**src/rtl/mvm_loader.sv**
```systemverilog
// mvm_loader: fills the MVM vector and per-lane matrix memories from one word stream,
// then launches the multiply and reports completion.
`timescale 1ns/1ps
module mvm_loader #(
    parameter int IWIDTH        = 8,
    parameter int MEM_DATAW     = IWIDTH * 8,
    parameter int VEC_MEM_DEPTH = 256,
    parameter int VEC_ADDRW     = $clog2(VEC_MEM_DEPTH),
    parameter int MAT_MEM_DEPTH = 512,
    parameter int MAT_ADDRW     = $clog2(MAT_MEM_DEPTH),
    parameter int NUM_OLANES    = 8
) (
    input  logic                  clk,
    input  logic                  rst,
    input  logic                  i_cfg_valid,
    output logic                  o_cfg_ready,
    input  logic [VEC_ADDRW-1:0]  i_vec_base,
    input  logic [VEC_ADDRW:0]    i_vec_num_words,
    input  logic [MAT_ADDRW-1:0]  i_mat_base,
    input  logic [MAT_ADDRW:0]    i_mat_num_rows,
    input  logic [MEM_DATAW-1:0]  s_data,
    input  logic                  s_valid,
    output logic                  s_ready,
    input  logic                  i_mvm_busy,
    output logic [MEM_DATAW-1:0]  o_vec_wdata,
    output logic [VEC_ADDRW-1:0]  o_vec_waddr,
    output logic                  o_vec_wen,
    output logic [MEM_DATAW-1:0]  o_mat_wdata,
    output logic [MAT_ADDRW-1:0]  o_mat_waddr,
    output logic [NUM_OLANES-1:0] o_mat_wen,
    output logic                  o_start,
    output logic [VEC_ADDRW-1:0]  o_vec_start_addr,
    output logic [VEC_ADDRW:0]    o_vec_num_words,
    output logic [MAT_ADDRW-1:0]  o_mat_start_addr,
    output logic [MAT_ADDRW:0]    o_mat_num_rows_per_olane,
    output logic                  o_busy,
    output logic                  o_done,
    output logic                  o_err
);
    localparam int LW = $clog2(NUM_OLANES);
    localparam int PW = MAT_ADDRW + VEC_ADDRW + 2;
    localparam logic [VEC_ADDRW:0] W_ONE  = 1;
    localparam logic [MAT_ADDRW:0] R_ONE  = 1;
    localparam logic [LW-1:0]      L_ONE  = 1;
    localparam logic [LW-1:0]      L_LAST = LW'(NUM_OLANES - 1);

    typedef enum logic [2:0] {IDLE, LD_VEC, LD_MAT, WAIT_FREE, START, RUN} state_t;

    state_t                 state_q, state_d;
    logic [VEC_ADDRW-1:0]   vbase_q, vbase_d;
    logic [VEC_ADDRW:0]     k_q, k_d, w_q, w_d;
    logic [MAT_ADDRW-1:0]   mbase_q, mbase_d;
    logic [MAT_ADDRW:0]     r_q, r_d, row_q, row_d, rb_q, rb_d;
    logic [LW-1:0]          lane_q, lane_d;
    logic                   first_q, first_d, done_q, done_d, err_q, err_d;
    logic                   vwen_q, vwen_d;
    logic [VEC_ADDRW-1:0]   vwaddr_q, vwaddr_d;
    logic [MEM_DATAW-1:0]   vwdata_q, vwdata_d, mwdata_q, mwdata_d;
    logic [NUM_OLANES-1:0]  mwen_q, mwen_d;
    logic [MAT_ADDRW-1:0]   mwaddr_q, mwaddr_d;

    // Descriptor bounds checked at full width so R*K and the end addresses never wrap.
    logic [PW-1:0]          rk;
    logic [VEC_ADDRW+1:0]   vec_end;
    logic [PW:0]            mat_end;
    logic                   cfg_ok;
    assign rk      = PW'(i_mat_num_rows) * PW'(i_vec_num_words);
    assign vec_end = (VEC_ADDRW+2)'(i_vec_base) + (VEC_ADDRW+2)'(i_vec_num_words);
    assign mat_end = (PW+1)'(i_mat_base) + (PW+1)'(rk);
    assign cfg_ok  = (i_vec_num_words != '0) && (i_mat_num_rows != '0) &&
                     (vec_end <= (VEC_ADDRW+2)'(VEC_MEM_DEPTH)) &&
                     (mat_end <= (PW+1)'(MAT_MEM_DEPTH));

    logic [VEC_ADDRW:0] wn, vec_sum;
    logic [MAT_ADDRW:0] mat_sum;
    logic               last_w;
    assign wn      = w_q + W_ONE;
    assign last_w  = wn == k_q;
    assign vec_sum = (VEC_ADDRW+1)'(vbase_q) + w_q;
    assign mat_sum = (MAT_ADDRW+1)'(mbase_q) + rb_q + (MAT_ADDRW+1)'(w_q);

    always_comb begin
        state_d  = state_q;
        vbase_d  = vbase_q;
        k_d      = k_q;
        mbase_d  = mbase_q;
        r_d      = r_q;
        w_d      = w_q;
        lane_d   = lane_q;
        row_d    = row_q;
        rb_d     = rb_q;
        first_d  = 1'b0;
        done_d   = 1'b0;
        err_d    = 1'b0;
        vwen_d   = 1'b0;
        vwaddr_d = vwaddr_q;
        vwdata_d = vwdata_q;
        mwen_d   = '0;
        mwaddr_d = mwaddr_q;
        mwdata_d = mwdata_q;
        case (state_q)
            IDLE: if (i_cfg_valid) begin
                err_d = !cfg_ok;
                if (cfg_ok) begin
                    state_d = LD_VEC;
                    vbase_d = i_vec_base;
                    k_d     = i_vec_num_words;
                    mbase_d = i_mat_base;
                    r_d     = i_mat_num_rows;
                    w_d     = '0;
                    lane_d  = '0;
                    row_d   = '0;
                    rb_d    = '0;
                end
            end
            LD_VEC: if (s_valid) begin
                vwen_d   = 1'b1;
                vwaddr_d = vec_sum[VEC_ADDRW-1:0];
                vwdata_d = s_data;
                w_d      = last_w ? '0 : wn;
                state_d  = last_w ? LD_MAT : LD_VEC;
            end
            LD_MAT: if (s_valid) begin
                mwen_d   = NUM_OLANES'(1) << lane_q;
                mwaddr_d = mat_sum[MAT_ADDRW-1:0];
                mwdata_d = s_data;
                w_d      = last_w ? '0 : wn;
                if (last_w) begin
                    lane_d = (lane_q == L_LAST) ? '0 : lane_q + L_ONE;
                    if (lane_q == L_LAST) begin
                        rb_d    = rb_q + (MAT_ADDRW+1)'(k_q);
                        row_d   = row_q + R_ONE;
                        state_d = (row_q + R_ONE == r_q) ? WAIT_FREE : LD_MAT;
                    end
                end
            end
            WAIT_FREE: state_d = i_mvm_busy ? WAIT_FREE : START;
            START: begin
                state_d = RUN;
                first_d = 1'b1;
            end
            // The MVM raises busy only after seeing start, so the first RUN cycle is skipped.
            RUN: if (!first_q && !i_mvm_busy) begin
                done_d  = 1'b1;
                state_d = IDLE;
            end
            default: state_d = IDLE;
        endcase
    end

    always_ff @(posedge clk or posedge rst) begin
        if (rst) begin
            state_q  <= IDLE;
            vbase_q  <= '0;
            k_q      <= '0;
            mbase_q  <= '0;
            r_q      <= '0;
            w_q      <= '0;
            lane_q   <= '0;
            row_q    <= '0;
            rb_q     <= '0;
            first_q  <= 1'b0;
            done_q   <= 1'b0;
            err_q    <= 1'b0;
            vwen_q   <= 1'b0;
            vwaddr_q <= '0;
            vwdata_q <= '0;
            mwen_q   <= '0;
            mwaddr_q <= '0;
            mwdata_q <= '0;
        end else begin
            state_q  <= state_d;
            vbase_q  <= vbase_d;
            k_q      <= k_d;
            mbase_q  <= mbase_d;
            r_q      <= r_d;
            w_q      <= w_d;
            lane_q   <= lane_d;
            row_q    <= row_d;
            rb_q     <= rb_d;
            first_q  <= first_d;
            done_q   <= done_d;
            err_q    <= err_d;
            vwen_q   <= vwen_d;
            vwaddr_q <= vwaddr_d;
            vwdata_q <= vwdata_d;
            mwen_q   <= mwen_d;
            mwaddr_q <= mwaddr_d;
            mwdata_q <= mwdata_d;
        end
    end

    assign o_cfg_ready              = state_q == IDLE;
    assign s_ready                  = (state_q == LD_VEC) || (state_q == LD_MAT);
    assign o_start                  = state_q == START;
    assign o_busy                   = state_q != IDLE;
    assign o_done                   = done_q;
    assign o_err                    = err_q;
    assign o_vec_wen                = vwen_q;
    assign o_vec_waddr              = vwaddr_q;
    assign o_vec_wdata              = vwdata_q;
    assign o_mat_wen                = mwen_q;
    assign o_mat_waddr              = mwaddr_q;
    assign o_mat_wdata              = mwdata_q;
    assign o_vec_start_addr         = vbase_q;
    assign o_vec_num_words          = k_q;
    assign o_mat_start_addr         = mbase_q;
    assign o_mat_num_rows_per_olane = r_q;
endmodule
```
**config.mk**
```make
export PLATFORM = sky130hd
export DESIGN_NAME = mvm_loader
export DESIGN_NICKNAME = d
export VERILOG_FILES = /design/src/rtl/mvm_loader.sv
export SDC_FILE = /design/constraint.sdc
export NUM_CORES = 1
export LEC_CHECK = 0
export ABC_AREA = 0
export CORE_UTILIZATION = 25
export CTS_CLUSTER_SIZE = 20
export DETAILED_ROUTE_END_ITERATION = 12
export PLACE_DENSITY = 0.53
export SETUP_SLACK_MARGIN = 0.05
export SLEW_MARGIN = 10
export SYNTH_ARGS = -nofsm -noshare
export SYNTH_HDL_FRONTEND = slang
export SYNTH_SLANG_ARGS = --single-unit
```
**constraint.sdc**
```tcl
create_clock -name clk -period 8.6 [get_ports clk]
set_input_delay 2.15 -clock clk [delete_from_list [all_inputs] [get_ports clk]]
set_output_delay 2.15 -clock clk [all_outputs]
set_load 0.01 [all_outputs]
```
==> summary.md, run 1 <==
| Metric | Value |
|---|---|
| Deepest clock path buffer count | 3 |
| CTS-repair resized insts | 0 |
| Pre-antenna DRT Iters | 5 |
| RSZ-0062 raised after global routing | false |
| Reg-to-Reg Start | w_q[0] |
| Leakage power | 0.00942 uW |
| Via count | 12300 |
| Yosys warns | 0 |
| Starting Density | 0.255 |
| Clk slew on worst S/H paths | 0.06 ns |
| Post-synth top area share | 0.392 |
| Worst hold start | o_vec_wdata[33] |
| Ports | 301 |
| Later-pin clock latency in the skew report | 0.56 ns |
| Global-route wire length before repair | 74500 um |
| Worst Setup SP | i_vec_num_words[4] |
| GRT Util Overall | 0.161 |
| Area leader, netlist | dfrtp_1 |
| # clock sinks | 227 |
| Worst VDD drop | 0.158 mV |
| WL final | 47500 um |
| Commonest non-fill, non-tap cell in the layout | nand2_1 |
| Adder-cell share of the synthesized area | 0.187 |
| Postcts setup bufs | 0 |
| GRT Residual Overflow | 0 |
| Cells after synthesis | 1625 |
| Worst-Margin Slew | 1.03 ns |
| Vias per Instance | 4.52 |
| Worst Reg2Reg Path Length in Cells | 10 |
| Pwr/cell area | 336 nW/um^2 |
| Reg-to-reg slack, setup | 5.17 ns |
| DPL Wire Length | 36600 um |
| Synthesized area | 14500 sq um |
| Post-route clock period utilization | 0.929 |
| Distinct cell type count of the synthesized netlist | 73 |
| Status | complete, no violations |
| Final layout net count | 2209 |
| Reg2reg end | row_q[6] |
| Num rows | 87 |
| Main area contributors after synthesis | dfrtp_1, nand2_1, fa_1 |
| CP Data Required Time | 8.99 ns |
| Register area share after synthesis | 0.392 |
| Post-synthesis register bit count | 227 |
| Setup TNS | 0 ns |
| Final count of pins violating max slew | 0 |
| GPL Wtd Cong | 0.880 |
| Xor/xnor share of the synthesized area | 0.0405 |
| Critical Path AT | 8.38 ns |
| Hold-fix buffers, CTS | 0 |
| FMAX | 125 MHz |
| Synthesized net count | 1901 |
| Largest family of logic cells by synthesized area | simple AND/OR/NAND/NOR gates |
| Die height | 243 um |
| Drt wl/cell | 17.5 um |
| Critical Path Source Type | primary input |
| Crit path kind | in2reg |
| Most frequent cells in the layout | nand2_1, clkdlybuf4s50_1, dfrtp_1 |
| Compound-Gate Fraction of Synth Area | 0.0902 |
| Max Cap Viol | 0 |
| Hold path depth | 2 |
| Sink of the worst hold path | o_vec_wdata[33] |
| Slew headroom | 0.305 |
| CTS tree | built |
| Util after Layout | 0.343 |
| # DRC | 0 |
| Layout area overhead | 34.4% |
| Final Hold Fails | 0 |
| Max Fanout on Critical Path | 9 |
| Hold WC Path Type | reg2reg |
| Initial DRC Count | 559 |
| Clk root buf | clkbuf_16 |
| Share of cells above drive strength 1 | 0.0640 |
| Async SR Flop Fraction | 1.00 |
| Final setup vio count | 0 |
| Final ANT Viol Nets | 0 |
| Mean Syn Cell Area | 8.92 sq um |
| Core area | 56800 sq um |
| Die Span X | 243 um |
| Largest net degree at the start of global routing | 129 |
| Clk_skew | 0.0256 ns |
| Worst Setup End Kind | flip-flop |
| DIE AREA | 58900 sq um |
| Number of diodes | 0 |
| Mux share of post-synthesis cell area | 0.0132 |
| Post-synthesis simple-gate area fraction | 0.218 |
| Via count of the first global-routing pass | 12600 |
| TritonCTS buffer count | 27 |
| Initial antenna violation count | 0 |
| Period minus WS final | 7.99 ns |
| Port Buf Inserts | 300 |
| Number of flops mapped to enable cells by yosys | 0 |
| H-tree Lvls | 1 |
| Primary FF master, synth | dfrtp_1 |
-- how the worst max path moves through the flow --
stage,to,cells after the start
after floorplan,first_q,1
after global placement,rb_q[2],19
after detailed placement,rb_q[7],20
after CTS,rb_q[2],20
after global routing,row_q[4],22
final,rb_q[2],20
-- cells in the mapped netlist (all sizes together) (4+ instances only) --
master  instances
nand2         551
dfrtp         227
inv           140
ha             96
fa             75
a21oi          51
clkbuf         48
o21ai          43
xnor2          43
and2           41
nor2           40
xor2           24
buf            22
nand3          21
and3           20
o22ai          15
a31oi          14
mux2           14
nor3           14
a21o           13
o211ai          9
o21bai          9
nand2b          8
nor3b           8
nand4           7
a2111o          4
nand3b          4
nor4            4
o21a            4
o31ai           4
or4             4
-- registers in the layout (all words and copies together) (netlist names) --
register / cells
first_q: 1
w_q: 9
o_mat_wdata: 64
o_mat_start_addr: 9
o_err: 1
o_done: 1
o_mat_num_rows_per_olane: 10
o_vec_start_addr: 8
lane_q: 3
rb_q: 9
o_vec_wdata: 64
row_q: 10
o_vec_num_words: 9
o_vec_waddr: 8
state_q: 3
o_vec_wen: 1
o_mat_waddr: 9
o_mat_wen: 8
-- power by group --
group          leakage, uW  internal (uW)  switching [uW]
Sequential         0.00285           1460             324
Clock             0.000449            723             467
Combinational      0.00612           1720            1850
Total              0.00942           3900            2640
-- area by class of cell --
class                      instances  area, sq um
fill                            5841        37300
multi-input combinational       1188         7960
sequential                       227         5680
timing repair buffer             349         3430
tap                              756          946
clock buffer                      43          836
inverter                         140          533
clock inverter                     6         92.6
-- through the flow --
step	cell area (sq um)	setup WS, ns	total power (uW)	cells	hold WS [ns]
finish	19500	0.608	6540	2709	0.471
global route	19500	0.238	7090	2709	0.492
CTS	19500	0.602	6630	2709	0.476
detailed placement	18600	0.0269	5390	2660	0.461
global placement	18600	0.104	5350	2660	0.456
floorplan	14500	0.230	3890	1625	0.470
-- routing by layer --
layer  wire length, um  track usage  share of wire  up-vias
met4              1110       0.0435          0.023        0
met2             22900        0.279           0.48      388
li1                  -            -              -     5877
met3              2600       0.0236          0.055       55
met1             20900        0.207           0.44     5932
met5                 0            0              0        -
-- kinds of logic after synthesis --
| logic type | Yosys count |
|---|---|
| AOI/OAI and AO/OA | 193 |
| xor gates and xnor gates | 67 |
| adders and majority gates | 171 |
| buffers and inverters | 210 |
| DFF | 227 |
| muxes | 17 |
| and+or+nand+nor | 740 |
-- critical path: stages --
cell and delay [ns]:
clkdlybuf4s50_1 0.75, nand2_1 0.15, fa_1 0.54, fa_1 0.44, fa_1 0.51, fa_1 0.54, inv_1 0.05, fa_1 0.45
ha_1 0.33, buf_4 0.17, and3_1 0.17, nand3_1 0.11, a21oi_1 0.06, or4_1 0.47, a211o_1 0.30, a2111o_1 0.34
nand4b_2 0.35, a21oi_4 0.25, buf_12 0.16, o22ai_2 0.07
(Power assumes the default switching activity.)
==> run 2: changes to the inputs <==
--- a/config.mk
+++ b/config.mk
@@ -11,6 +11,7 @@
 export DETAILED_ROUTE_END_ITERATION = 12
 export PLACE_DENSITY = 0.53
 export SETUP_SLACK_MARGIN = 0.05
+export SKIP_CTS_REPAIR_TIMING = 1
 export SLEW_MARGIN = 10
 export SYNTH_ARGS = -nofsm -noshare
 export SYNTH_HDL_FRONTEND = slang
==> results of run 2 <==
Same layout as run 1: the final DEF is identical, and so are final timing and power.
==> run 3: changes to the inputs <==
--- a/config.mk
+++ b/config.mk
@@ -16,3 +16,4 @@
 export SYNTH_ARGS = -nofsm -noshare
 export SYNTH_HDL_FRONTEND = slang
 export SYNTH_SLANG_ARGS = --single-unit
+export TNS_END_PERCENT = 100
==> results of run 3 <==
Same layout as run 1: the final DEF is identical, and so are final timing and power.
